<file path="src/rtl/auth_resp_serializer.sv">
// auth_resp_serializer: streams the challenge response, or a 4-byte ERROR header,
// MSB byte first over a valid/ready byte interface.
module auth_resp_serializer #(
  parameter int         MSG_LEN          = 256,
  parameter int         HDR_LEN          = 32,
  parameter logic [7:0] PROTOCOL_VERSION = 8'h01,
  parameter logic [7:0] ERROR_CMD        = 8'h7F,
  parameter logic [7:0] ERR_INVALID_REQ  = 8'h01
) (
  input  logic                       clk,
  input  logic                       reset_n,
  input  logic [HDR_LEN-1:0]         header,
  input  logic [MSG_LEN-HDR_LEN-1:0] payload,
  input  logic                       Ack_in,
  input  logic                       Error_in,
  input  logic                       tx_ready,
  input  logic                       clear_overrun,
  output logic [7:0]                 tx_byte,
  output logic                       tx_valid,
  output logic                       tx_last,
  output logic                       busy,
  output logic                       overrun
);
  typedef enum logic {IDLE, SEND} state_e;
  state_e             state_q, state_d;
  logic [MSG_LEN-1:0] sr_q, sr_d;
  logic [5:0]         cnt_q, cnt_d, len_q, len_d;
  logic               ack_prev_q, err_prev_q, overrun_q, overrun_d;
  logic               ack_rise, err_rise;
  assign ack_rise = Ack_in & ~ack_prev_q;
  assign err_rise = Error_in & ~err_prev_q;
  assign overrun  = overrun_q;
  always_ff @(posedge clk or negedge reset_n) begin
    if (!reset_n) begin
      state_q    <= IDLE;
      sr_q       <= '0;
      cnt_q      <= '0;
      len_q      <= '0;
      ack_prev_q <= 1'b0;
      err_prev_q <= 1'b0;
      overrun_q  <= 1'b0;
    end else begin
      state_q    <= state_d;
      sr_q       <= sr_d;
      cnt_q      <= cnt_d;
      len_q      <= len_d;
      ack_prev_q <= Ack_in;
      err_prev_q <= Error_in;
      overrun_q  <= overrun_d;
    end
  end
  always_comb begin
    state_d   = state_q;
    sr_d      = sr_q;
    cnt_d     = cnt_q;
    len_d     = len_q;
    busy      = state_q == SEND;
    tx_valid  = busy;
    tx_byte   = busy ? sr_q[MSG_LEN-1 -: 8] : 8'h00;
    tx_last   = busy && (cnt_q == len_q - 6'd1);
    // a rise while busy is dropped but flagged; set beats a simultaneous clear
    overrun_d = (busy & (ack_rise | err_rise)) | (overrun_q & ~clear_overrun);
    if (!busy && ack_rise) begin
      state_d = SEND;
      sr_d    = {header, payload};
      len_d   = 6'(MSG_LEN / 8);
      cnt_d   = '0;
    end else if (!busy && err_rise) begin
      state_d = SEND;
      sr_d    = {PROTOCOL_VERSION, ERROR_CMD, ERR_INVALID_REQ, 8'h00, {(MSG_LEN-32){1'b0}}};
      len_d   = 6'd4;
      cnt_d   = '0;
    end else if (tx_valid && tx_ready) begin
      sr_d    = sr_q << 8;
      cnt_d   = cnt_q + 6'd1;
      state_d = tx_last ? IDLE : SEND;
    end
  end
endmodule

</file>
<file path="config.mk">
export PLATFORM = sky130hd
export DESIGN_NAME = auth_resp_serializer
export DESIGN_NICKNAME = d
export VERILOG_FILES = /design/src/rtl/auth_resp_serializer.sv
export SDC_FILE = /design/constraint.sdc
export NUM_CORES = 1
export LEC_CHECK = 0
export CAP_MARGIN = 40
export CORE_UTILIZATION = 40
export CTS_CLUSTER_DIAMETER = 30
export CTS_CLUSTER_SIZE = 25
export DETAILED_ROUTE_END_ITERATION = 8
export GPL_ROUTABILITY_DRIVEN = 0
export PLACE_DENSITY = 0.7
export RECOVER_POWER = 25
export SYNTH_ARGS = -nofsm -noshare
export SYNTH_HDL_FRONTEND = slang
export SYNTH_SLANG_ARGS = --single-unit
</file>
<file path="constraint.sdc">
create_clock -name clk -period 3 [get_ports clk]
set_input_delay 0.6 -clock clk [delete_from_list [all_inputs] [get_ports clk]]
set_output_delay 0.6 -clock clk [all_outputs]
set_load 0.005 [all_outputs]
</file>
==> impl_results.md <==
* Hold Path Depth at 2
* Lkg Pwr at 6.43 nW
* Initial Util at 0.408
* CP required at 2400 ps
* Total Routing Usage GR at 0.225
* Die area at 0.0311 sq mm
* Final hold viol count at 0
* Commonest non-fill, non-tap cells in the layout: clkdlybuf4s50_1 (270), dfrtp_1 (268), nand2_1 (257)
* Status: finished, violations left
* Synth Instances at ~1200
* Worst reg2reg path endpoint: sr_q[46]
* Number of max-cap violations at 1
* Final Cycle Share at 0.932
* HP Start: sr_q[242]
* Die height at 176 microns
* # IOs at 274
* # DRC at 0
* Input/output buffers at 273
* Post-route setup slack at 203 ps
* Clock buffer count from CTS at 55
* Critical path launch point type: register
* Power Density at 871 mW/mm^2
* Fmax at 358 MHz
* RSZ-0062 raised after global routing: false
* Cell depth of the worst flop-to-flop path at 7
* Skew-Pair Late Insertion Delay at 550 ps
* Pre-antenna DRT Iters at 7
* Largest net degree at the start of global routing at 117
* Highest routed layer: met5
* Synth Net Count at 1461
* Core Area at ~0.030 sq mm
* Setup TNS at 0 ps
* Met3 wire length at between 2 and 2.5 mm
* DR vias at 10400
* Worst-Margin Slew at 2640 ps
* HPWL after detailed placement at 22.6 mm
* R2R Setup Slk at between 900 and 1000 ps
* Arrival time at the worst endpoint at 2200 ps
* Iteration-0 DRC Markers at 667
* Worst Hold End: sr_q[242]
* Crit path kind: register to output pin
* Hold Path Class: register to register
* Yosys warnings at 0
* CTS Root Cell: clkbuf_16
* Yosys top cell area share at 0.551
* CTS tree: done
* # placed instances at between 1500 and 2000
* Post-Route WL at between 30 and 40 mm
* Post-synthesis sequential area ratio at 0.551
* Fin crit period at 2800 ps
* Worst rel slew slack at -0.759
* Avg Cell Area, Syn at 10.2 sq um
* Setup bufs post-CTS at 0
* Clk_skew at 17.4 ps
* Initial antenna violation count at 4
* Count of cell types in the netlist at 31
* Final setup violating endpoints at 0
* Non-Filler Instances at 1882
* DP Worst Slack at 477 ps
* Metal2 WL at 16.6 mm
* Top cells by area, synth: dfrtp_1 (55%), a2bb2oi_1 (17%), o21ai_0 (9.9%), nand2_1 (7.9%), buf_6 (2.4%)
* CP Max Fanout at 6
* Final ANT Viol Nets at 0
* Fraction of layout cells with a size suffix above 1 at 0.0893
* Post-Route M1 WL at 15.3 mm
* Final slew viol count at 95
* Sink Count at 268
* Row Count at 63
* Grt total ovfl at 0
* Most common cell after layout, fill and taps aside: clkdlybuf4s50_1
* Clk buf depth at 3
* Crit path from: cnt_q[2]
* Failing checks: capacitance limit, slew limit
* Vias in the first global route at 10700
* Worst R2R Start: busy
* Worst Hold Slack at approximately 480 ps
* Wire length per cell at 18.6 microns
* Synthesis-stage register bit count at 268
* Die width at 176 microns
* H-tree depth at 2
* Crit end category: output pin
* Synthesized area at 0.0122 sq mm
* Syn-to-layout area delta at 40.9%
* First-pass GRT wire length at about 56 mm
* Yosys top cell by area: dfrtp_1
* Clock transition at the registers of the reported paths at roughly 50 ps
* Worst vdd ir at ~450 uV
* Number of hold buffers added after cts at 0
* Total chip power at about 15 mW
* Nets at 1711
* Vias per inst at about 5.6
==> how the worst max path moves through the flow <==
stage | endpoint | slack [ps] | cells past startpoint
after global routing | sr_q[195] | 40 | 1
after global placement | sr_q[200] | 360 | 5
after floorplan | sr_q[16] | 1330 | 6
after detailed placement | sr_q[91] | 480 | 7
after CTS | tx_last | 90 | 4
final | tx_last | 200 | 4
==> logic make-up (layout without fill, tap and decap cells) <==
logic type / after synthesis / count (layout) / share of synthesized area
DFF: 268 / 268 / 0.551
muxes: 1 / 1 / 0.000823
buffers and inverters: 114 / 405 / 0.0572
other: 0 / 3 / 0
AOI/OAI and AO/OA: 516 / 516 / 0.291
xor gates and xnor gates: 3 / 3 / 0.00216
and+or+nand+nor: 295 / 295 / 0.0967
adders and majority gates: 1 / 1 / 0.00103
==> routing by layer <==
metal	vias to the layer above	track usage
li1	4850	-
met1	5191	0.304
met2	328	0.357
met3	78	0.0418
met4	2	0.0880
met5	-	0
==> area by class of cell <==
cell class              count  area, sq um
clock buffers              70         1540
well taps                 390          488
inverters                   3         11.3
clock inverters            28          408
diodes                      3         7.51
fillers                  2526        12600
flip-flops and latches    268         6710
repair buffers            304         3180
multi-input cells         816         4800
==> synth_stat cells <==
master / instances
nor2_1: 13
o21ai_4: 1
and2_1: 8
xnor2_1: 1
o21ai_1: 13
and2_0: 1
nand2b_1: 3
a21oi_1: 12
inv_1: 3
nor2_2: 1
ha_1: 1
clkbuf_1: 35
nand3_1: 2
dfrtp_1: 268
buf_6: 26
nand2_2: 2
o31ai_4: 1
nand2_1: 257
and2b_4: 2
nor3_1: 1
a22o_1: 8
xor2_1: 2
nand4_1: 3
a31oi_1: 1
and3_1: 1
nor4b_1: 1
buf_4: 4
o21ai_0: 241
buf_2: 46
a2bb2oi_1: 239
mux2i_1: 1
==> repair_timing <==
action | in CTS | in global routing
endpoints found under the setup margin | 0 | 1
endpoints found under the hold margin | 0 | 0
gates resized for setup | 0 | 1
==> report_power, final <==
part           switching (mW)  internal, mW
logic                    1.04          1.76
clock network            1.94          4.37
registers               0.839          4.99
total                    3.81          11.1
==> registers in the layout (all words and copies together), names as in the netlist <==
signal	cells
len_q	2
ack_prev_q	1
sr_q	256
err_prev_q	1
cnt_q	6
busy	1
overrun	1
==> critical path, cell delays in order (launching register included) <==
cell and delay (ps):
dfrtp_1 430, nor4b_1 350, a31oi_1 90, nor3_2 210
clkdlybuf4s50_1 570
==> metrics by stage <==
stage | area (sq um) | utilization
6_report | 17100 | 0.575
5_1_grt | 17100 | 0.575
4_1_cts | 17100 | 0.575
3_5_place_dp | 15200 | 0.510
3_3_place_gp | 15200 | 0.509
2_1_floorplan | 12200 | -
(Power assumes the default switching activity.)
